<file path="config.mk">
export PLATFORM = sky130hd
export DESIGN_NAME = fib_seq_ctrl
export DESIGN_NICKNAME = d
export VERILOG_FILES = /design/src/rtl/fib_pkg.sv /design/src/rtl/fib_step_dp.sv /design/src/rtl/fib_seq_ctrl.sv
export SDC_FILE = /design/constraint.sdc
export NUM_CORES = 1
export LEC_CHECK = 0
export ABC_CLOCK_PERIOD_IN_PS = 2200
export BUFFER_PORTS_ARGS = -buffer_cell sky130_fd_sc_hd__buf_2
export CAP_MARGIN = 20
export CORE_MARGIN = 2
export CORE_UTILIZATION = 39
export DETAILED_ROUTE_END_ITERATION = 6
export PLACE_DENSITY_LB_ADDON = 0.05
export SYNTH_ARGS = -nofsm -noshare
export SYNTH_HDL_FRONTEND = slang
export SYNTH_HIERARCHICAL = 1
export SYNTH_SLANG_ARGS = --single-unit
</file>
<file path="constraint.sdc">
create_clock -name clk -period 2.2 [get_ports clk]
set_input_delay 0.22 -clock clk [delete_from_list [all_inputs] [get_ports clk]]
set_output_delay 0.22 -clock clk [all_outputs]
set_load 0.1 [all_outputs]
</file>
<file path="src/rtl/fib_pkg.sv">
// Shared types and constants for the Fibonacci sequencer slice.
//   fib_state_e : sequencing FSM states
//   SEL_*       : encodings of the 2-bit term mux select
package fib_pkg;

   typedef enum logic [2:0] {
      IDLE,
      SEED0,
      SEED1,
      RUN,
      DONE
   } fib_state_e;

   localparam logic [1:0] SEL_SEED0 = 2'b00;
   localparam logic [1:0] SEL_SEED1 = 2'b01;
   localparam logic [1:0] SEL_SUM   = 2'b10;
   localparam logic [1:0] SEL_HOLD  = 2'b11;

endpackage

</file>
<file path="src/rtl/fib_step_dp.sv">
// Term datapath: prev/curr registers and the WIDTH+1 bit adder.
// Build option: FIB_SAT_EN saturates curr to all-ones on carry instead of wrapping.
// Ports:
//   clk, rst_n : clock, synchronous active-low reset
//   clear_i    : zero both registers (start of a run)
//   seed_i     : load prev=0, curr=1
//   adv_i      : prev<=curr, curr<=next term
//   curr_o     : current term (drives fib_out)
//   carry_o    : prev+curr does not fit in WIDTH bits
module fib_step_dp #(
   parameter int unsigned WIDTH = 4
) (
   input  logic             clk,
   input  logic             rst_n,
   input  logic             clear_i,
   input  logic             seed_i,
   input  logic             adv_i,
   output logic [WIDTH-1:0] curr_o,
   output logic             carry_o
);

   logic [WIDTH-1:0] prev_q, curr_q;
   logic [WIDTH:0]   sum;
   logic [WIDTH-1:0] next_term;

   always_comb begin
      sum     = {1'b0, prev_q} + {1'b0, curr_q};
      carry_o = sum[WIDTH];
`ifdef FIB_SAT_EN
      next_term = sum[WIDTH] ? '1 : sum[WIDTH-1:0];
`else
      next_term = sum[WIDTH-1:0];
`endif
   end

   always_ff @(posedge clk) begin
      if (!rst_n) begin
         prev_q <= '0;
         curr_q <= '0;
      end else if (clear_i) begin
         prev_q <= '0;
         curr_q <= '0;
      end else if (seed_i) begin
         prev_q <= '0;
         curr_q <= {{(WIDTH-1){1'b0}}, 1'b1};
      end else if (adv_i) begin
         prev_q <= curr_q;
         curr_q <= next_term;
      end
   end

   assign curr_o = curr_q;

endmodule

</file>
<file path="src/rtl/fib_seq_ctrl.sv">
// Sequencing FSM for the Fibonacci datapath; one term per enabled step.
// Build option: FIB_SAT_EN (saturating terms, handled in fib_step_dp).
// Ports:
//   clk, rst_n : clock, synchronous active-low reset
//   start      : begin a run (honoured in IDLE/DONE only)
//   step_en    : advance one term (honoured in SEED0/SEED1/RUN only)
//   mux_sel    : term mux select (seed0/seed1/sum/hold)
//   fib_out    : current term
//   term_idx   : index of fib_out within the run
//   valid      : fib_out is a live term
//   overflow   : sticky, a sum carried out during this run
//   done       : run complete, held until next start
// All outputs are registered.
module fib_seq_ctrl
   import fib_pkg::*;
#(
   parameter int unsigned WIDTH     = 4,
   parameter int unsigned MAX_TERMS = 12
) (
   input  logic             clk,
   input  logic             rst_n,
   input  logic             start,
   input  logic             step_en,
   output logic [1:0]       mux_sel,
   output logic [WIDTH-1:0] fib_out,
   output logic [WIDTH:0]   term_idx,
   output logic             valid,
   output logic             overflow,
   output logic             done
);

   localparam int unsigned  IdxW    = WIDTH + 1;
   localparam logic [WIDTH:0] LastIdx = IdxW'(MAX_TERMS - 1);

   fib_state_e     state_q, state_d;
   logic [1:0]     sel_q, sel_d;
   logic [WIDTH:0] idx_q, idx_d;
   logic           valid_q, valid_d;
   logic           ovf_q, ovf_d;
   logic           done_q, done_d;
   logic           dp_clear, dp_seed, dp_adv, dp_carry;

   fib_step_dp #(
      .WIDTH(WIDTH)
   ) u_dp (
      .clk    (clk),
      .rst_n  (rst_n),
      .clear_i(dp_clear),
      .seed_i (dp_seed),
      .adv_i  (dp_adv),
      .curr_o (fib_out),
      .carry_o(dp_carry)
   );

   always_comb begin
      state_d  = state_q;
      sel_d    = SEL_HOLD;
      idx_d    = idx_q;
      valid_d  = valid_q;
      ovf_d    = ovf_q;
      done_d   = done_q;
      dp_clear = 1'b0;
      dp_seed  = 1'b0;
      dp_adv   = 1'b0;
      unique case (state_q)
         IDLE, DONE: begin
            // start wins; a coincident step_en is dropped this cycle
            if (start) begin
               state_d  = SEED0;
               sel_d    = SEL_SEED0;
               idx_d    = '0;
               valid_d  = 1'b1;
               ovf_d    = 1'b0;
               done_d   = 1'b0;
               dp_clear = 1'b1;
            end
         end
         SEED0: begin
            if (step_en) begin
               state_d = SEED1;
               sel_d   = SEL_SEED1;
               idx_d   = IdxW'(1);
               dp_seed = 1'b1;
            end
         end
         SEED1, RUN: begin
            if (step_en) begin
               if (idx_q == LastIdx) begin
                  // terminal step: no new sum, last term stays on display
                  state_d = DONE;
                  valid_d = 1'b0;
                  done_d  = 1'b1;
               end else begin
                  state_d = RUN;
                  sel_d   = SEL_SUM;
                  idx_d   = idx_q + IdxW'(1);
                  dp_adv  = 1'b1;
                  if (dp_carry) ovf_d = 1'b1;
               end
            end
         end
         default: state_d = IDLE;
      endcase
   end

   always_ff @(posedge clk) begin
      if (!rst_n) begin
         state_q <= IDLE;
         sel_q   <= SEL_HOLD;
         idx_q   <= '0;
         valid_q <= 1'b0;
         ovf_q   <= 1'b0;
         done_q  <= 1'b0;
      end else begin
         state_q <= state_d;
         sel_q   <= sel_d;
         idx_q   <= idx_d;
         valid_q <= valid_d;
         ovf_q   <= ovf_d;
         done_q  <= done_d;
      end
   end

   assign mux_sel  = sel_q;
   assign term_idx = idx_q;
   assign valid    = valid_q;
   assign overflow = ovf_q;
   assign done     = done_q;

endmodule

</file>
Word-level counts from Yosys, hierarchy flattened. Cells that the tools add are included.

Input bits: 4. Word-level logic and storage cells: 71. Register bits: 21. Output and inout bits: 14.

Add/sub/neg operators: 2. Bitwise gates (word level): 1. Reductions and logical operators: 12. Eq/ne operators: 11. Muxes and demuxes: 36.

Operators by type and width (number): 1-bit 2-to-1 mux (20); 5-bit 2-to-1 mux (4); 5-bit one-hot mux with 3 select lines (1); 3-bit 2-to-1 mux (4); 2-bit inequality test (second input constant) (5); 5-bit AND reduction (2); 3-bit one-hot mux with 3 select lines (1); 3-bit by 2-bit equality test with 1-bit output (second input constant) (2); 1-bit one-hot mux with 2 select lines (3); 2-bit one-hot mux with 3 select lines (1); 2-bit OR reduction (3); 4-bit by 4-bit adder with 5-bit output (1); 5-bit by 1-bit adder with 5-bit output (second input constant) (1); 5-bit by 4-bit equality test with 1-bit output (second input constant) (1); 2-bit 2-to-1 mux (2); 4-bit AND reduction (1); 2-bit nonzero test (2); 3-bit by 1-bit equality test with 1-bit output (second input constant) (1); 3-bit equality test (second input constant) (1); 3-bit logical NOT (1); 3-bit AND reduction (1); 3-bit nonzero test (1); 3-bit OR reduction (1); 2-bit by 1-bit inequality test with 1-bit output (second input constant) (1); 1-bit inverter (1).

Depth between registers and ports, before layout.
Depth in word-level cells: 6. Gate-level depth with buffers: 8. Depth with buffers taken out: 8.

By module. Netlist, hierarchy kept.

Modules (own cells, without submodules): fib_seq_ctrl (area an instance 679.4 um2, times used 1, seq. area each 260.2 um2, cells an instance 76); fib_step_dp (area an instance 446.7 um2, times used 1, seq. area each 160.2 um2, cells an instance 46).

Least setup slack after synthesis. No wires, ideal clock.

Kind: register to register. From: register idx_q[0], in the netlist term_idx[0]. To: register u_dp.curr_q[3], in the netlist u_dp/curr_o[3]. Cell stages (with the launch flop): 8. Required time: 2.105 ns. Library setup time: 0.095 ns. Period minus slack after synthesis: 2.360 ns. Arrival time: 2.265 ns. Buffers on the path: 1. Setup slack: -0.160 ns. Cells stage by stage: dfxtp_1 > ha_1 > and4bb_1 > nor2_1 > buf_2 > inv_1 > a2111o_1 > o311ai_1.

Word-level cells in the longest chain between the ends: 4.

RTL lines: start: declaration (line fib_seq_ctrl.sv:37) `logic [WIDTH:0] idx_q, idx_d;`; start signal: assignment (line fib_seq_ctrl.sv:117) `idx_q <= idx_d;`; 5-bit by 4-bit equality test with 1-bit output (line fib_seq_ctrl.sv:88) `if (idx_q == LastIdx) begin`; 1-bit 2-to-1 mux (line fib_seq_ctrl.sv:88); 1-bit 2-to-1 mux (line fib_seq_ctrl.sv:87) `if (step_en) begin`; 1-bit 2-to-1 mux (line fib_seq_ctrl.sv:65) `unique case (state_q)`; via dp_adv (line fib_seq_ctrl.sv:41) `logic dp_clear, dp_seed, dp_adv, dp_carry;`; end signal: assignment (line fib_step_dp.sv:45) `curr_q <= {{(WIDTH-1){1'b0}}, 1'b1};`; end signal: assignment (line fib_step_dp.sv:48) `curr_q <= next_term;`; end: declaration (line fib_step_dp.sv:22) `logic [WIDTH-1:0] prev_q, curr_q;`.

The timed path passes the listed nets, and every way through them passes these cells. A chain may end at the register's enable or synchronous reset.

Worst setup path in the final report.
From: register state_q[1]. To: register u_dp.curr_q[3], in the netlist u_dp/curr_o[3].

Word-level cells in the longest chain between the ends: 4.

RTL lines: start: declaration (line fib_seq_ctrl.sv:35) `fib_state_e state_q, state_d;`; start signal: assignment (line fib_seq_ctrl.sv:115) `state_q <= state_d;`; 3-bit equality test or 3-bit logical NOT (tied branches) (line fib_seq_ctrl.sv:65); 2-bit OR reduction * (line fib_seq_ctrl.sv:65); 1-bit 2-to-1 mux * (line fib_seq_ctrl.sv:65); via dp_clear (line fib_seq_ctrl.sv:41); 3-bit OR reduction (no source line) *.

Mark *: on every way through the listed nets, which the timed path passes. The rest lies on a longest branch.

==> metrics list <==
- Total area of multi-input combinational cells: 651.9 µm²
* RSZ-0062 raised after global routing: no
* Synthesized Nets: ~130
- Total power consumption of the routed design: 930.4 µW
* Gate power share: between 30% and 40%
* Total track usage: around 15%
- First-pass GRT wire length: just under 4000 µm
* Leading register cell type out of synthesis: sky130_fd_sc_hd__dfxtp_1
* HPWL after detailed placement: approximately 1700 µm
- Async set or reset register ratio after synthesis: 0%
- Along the worst path, the maximum fanout reaches 9.
- Upper clock frequency limit: 518.3 MHz
- The min-delay analysis places its worst path in the category in -> reg.
- In this run, synthesis inferred 0 flip-flops with an integrated enable.
- Number of placed cells counting well taps: approximately 170
- The clock passes through at most 2 buffers.
- At the worst endpoint, the arrival time is around 2.1 ns.
* Data required time of the worst path: between 2 and 2.5 ns
- Initial cell density of the core: 40.83%
- For this design the static power due to leakage is between 0.0005 and 0.0006 µW.
- Net switching is 39.12% of the power.
- CTS tree: built
- In this run the count of I/O pins placed on the die edge is 18.
* Clock edge transition at the registers on the reported setup and hold paths: approximately 0.11 ns
- VDD sags by at most 452.0 µV.
- Post-cts hold buffer count: 0
- In this run the number of H-tree levels came out at 1.
- The worst setup path is captured at a flip-flop.
- Clk network pwr share: about a fifth
- The die is 57.74 µm wide.
- The total overflow left after global routing is 0.
* Startpoint-to-endpoint class of the critical path: reg -> reg
- Pin count of the biggest net entering global routing: 12
- Dividing the synthesized area by the synthesized cell count gives ~9.2 µm².
* NumNets Final: around 150
- Relative to the synthesized area, the layout overhead comes to 12.44%.
- Share of the yosys chip area belonging to registers: a little under two fifths
* Cell chosen for the clock root: sky130_fd_sc_hd__clkbuf_4
* Register cell area after layout: 426.7 µm²
- Clock latency on the worst-skew pair, taken at its later pin, is ~0.30 ns.
* Row cnt: 19
* Slew at the pin with the worst max-slew slack: between 0.4 and 0.5 ns
- Max-cap violation count: 0
- Top area cells in the synthesized netlist: sky130_fd_sc_hd__dfxtp_1, sky130_fd_sc_hd__ha_1, sky130_fd_sc_hd__mux2i_1
- For this run, the detailed router's first-pass iteration total came to 4.
* Delay of the slowest cell on the worst path: roughly 0.53 ns
* Period utilisation layout: 87.69%
- The count of pins over their slew limit is 0.
- The repair_antennas step left the layout with diodes totalling 0.
- In this run the remaining antenna-violating nets after routing total 0.
- Filler cell count: between 200 and 300
- Subtracting the final worst setup slack from the clock period gives just under 2 ns.
- In the routed layout, each cell is associated on average with a via count of between 5 and 6.
- The critical path goes through nor2_4 -> nand2_1 -> inv_1 -> or3b_1 -> a2111o_1 -> o311ai_1.
- Setup Fix Bufs, Post-CTS: 0
* Cell count after synthesis: 122
- The initial antenna violation count is 0.
- Worst hold slack: between 0.2 and 0.25 ns
- The Yosys step of the flow raised 6 warnings.
- Critical-path cell with the highest stage delay: sky130_fd_sc_hd__dfxtp_1
- Resized cells post-CTS: 0
- At the end of routability-driven placement, the weighted congestion stood at between 0.8 and 0.9.
- Clock tree sinks: 21
* Worst Setup Start Kind: flip-flop
- Final Setup Violations: 0
* DRT iter0 DRCs: 10
- For this design the total switching power over the nets is 364.0 µW.
* Total Wirelength: approximately 2300 µm
- In this run the cell area of the synthesized design comes to roughly 1100 µm².
* Drt drc: 0
- The largest total area in the synthesized netlist belongs to sky130_fd_sc_hd__dfxtp_1.
- Total count of hold-check failures in the final report: 0
* Fraction of final layout cells sized beyond drive strength 1: approximately a quarter
- Detail-routed net length per standard cell: between 10 and 15 µm
- Share of power burned in registers: a little under half
- Non-Filler Instances: 172
* Core area: 2758 µm²
- The via count of the first global-routing pass is about 880.
* P_int: ~570 µW
* Total negative slack for setup checks: 0 ns
- Counting the buffers created by CTS gives 3.
- The synthesized design devotes to its leading area cell type a little under two fifths of total area.
* I/O Buffers: 17
* Worst clock skew: about 0.0044 ns
- The detailed router placed just over 900 vias in this run.
- The die is about 58 µm tall.
* Relative slew slack: roughly two thirds
* Register bit count reported by yosys: 21
* Register-to-Register Setup Slack: 0.27 ns
- Status: finished clean
* PD cells: between 700 and 800 nW/µm²
* Number of distinct library cells after synthesis: 43
- The die covers around 3300 µm².
-- state kept, by name (all words and copies together) (netlist names) --
| name | flops |
|---|---|
| valid | 1 |
| term_idx | 5 |
| u_dp/prev_q | 4 |
| overflow | 1 |
| state_q | 3 |
| u_dp/curr_o | 4 |
| mux_sel | 2 |
| done | 1 |
-- cells by family (layout without fill, tap and decap cells) --
logic type	count (synthesis)	count (layout)	share of synthesized area (%)
adders and majority gates	6	6	7.333
DFF	21	21	37.33
xor gates and xnor gates	1	1	0.7779
and+or+nand+nor	47	47	24.67
buffers and inverters	11	30	4.778
muxes	7	7	6.555
AOI/OAI and AO/OA	29	29	18.56
-- critical path: cells and delay by family (launching register included) --
family	cells	cell delay, ns
and+or+nand+nor	3	0.79
DFF	1	0.53
AOI/OAI and AO/OA	2	0.43
buffers and inverters	1	0.09
-- metal layers --
layer | vias to the layer above | global-route usage [%] | wire [µm]
met5 | - | 0 | 0
met4 | 0 | 2.990 | 16
met3 | 2 | 5.134 | 108
met2 | 19 | 23.38 | 989
met1 | 423 | 19.67 | 1141
li1 | 478 | - | -
-- cell usage in the layout, fill, tap and decap left out, types with 2 or more instances in the layout --
cell type / Yosys / routed
sky130_fd_sc_hd__dfxtp_2: 0 / 5
sky130_fd_sc_hd__nand2_1: 9 / 9
sky130_fd_sc_hd__a21oi_1: 8 / 8
sky130_fd_sc_hd__mux2i_1: 6 / 6
sky130_fd_sc_hd__a211oi_1: 2 / 2
sky130_fd_sc_hd__clkbuf_4: 0 / 3
sky130_fd_sc_hd__nor2_1: 11 / 11
sky130_fd_sc_hd__nand4bb_1: 2 / 2
sky130_fd_sc_hd__a31oi_1: 3 / 3
sky130_fd_sc_hd__ha_1: 5 / 5
sky130_fd_sc_hd__or3_1: 3 / 3
sky130_fd_sc_hd__o21ai_1: 4 / 4
sky130_fd_sc_hd__nor2b_1: 2 / 2
sky130_fd_sc_hd__dfxtp_1: 21 / 16
sky130_fd_sc_hd__inv_1: 8 / 8
sky130_fd_sc_hd__o21ai_0: 2 / 2
sky130_fd_sc_hd__buf_2: 1 / 17
sky130_fd_sc_hd__nand2b_1: 3 / 3
sky130_fd_sc_hd__nand3_1: 6 / 6
-- final cells by class --
class                   instances  area share [%]
repair buffers                 18           7.312
clock buffers                   4           2.075
inverters                       8           2.372
multi-input cells              90           51.48
flip-flops and latches         21           33.70
well taps                      31           3.063
-- through the flow --
step / instance area [µm²] / util (%) / setup slack, ns
finish: 1266 / 45.92 / 0.2708
global route: 1266 / 45.92 / 0.1064
CTS: 1266 / 45.92 / 0.2783
detailed placement: 1240 / 44.96 / 0.3070
global placement: 1240 / 44.96 / 0.2797
floorplan: 1132 / - / 0.04653
-- worst paths after layout --
check                                 from  depth (start not counted)        endpoint
worst max-delay path            state_q[1]                          6  u_dp/curr_o[3]
worst min-delay path                 rst_n                          2           valid
worst max register to register  state_q[1]                          6  u_dp/curr_o[3]
worst min register to register    overflow                          2        overflow
-- power by group through the flow --
| stage | Combinational (µW) | Clock [µW] | Sequential, µW |
|---|---|---|---|
| finish | 310 | 184 | 437 |
| global route | 331 | 215 | 442 |
| CTS | 310 | 195 | 437 |
| detailed placement | 309 | 0 | 445 |
| global placement | 315 | 0 | 445 |
| floorplan | 152 | 0 | 556 |
-- cell usage after synthesis (3+ instances only) --
library cell,count
sky130_fd_sc_hd__a31oi_1,3
sky130_fd_sc_hd__inv_1,8
sky130_fd_sc_hd__o21ai_1,4
sky130_fd_sc_hd__nor2_1,11
sky130_fd_sc_hd__or3_1,3
sky130_fd_sc_hd__ha_1,5
sky130_fd_sc_hd__mux2i_1,6
sky130_fd_sc_hd__nand3_1,6
sky130_fd_sc_hd__a21oi_1,8
sky130_fd_sc_hd__nand2_1,9
sky130_fd_sc_hd__dfxtp_1,21
sky130_fd_sc_hd__nand2b_1,3
Power figures use the tool's default switching activity.
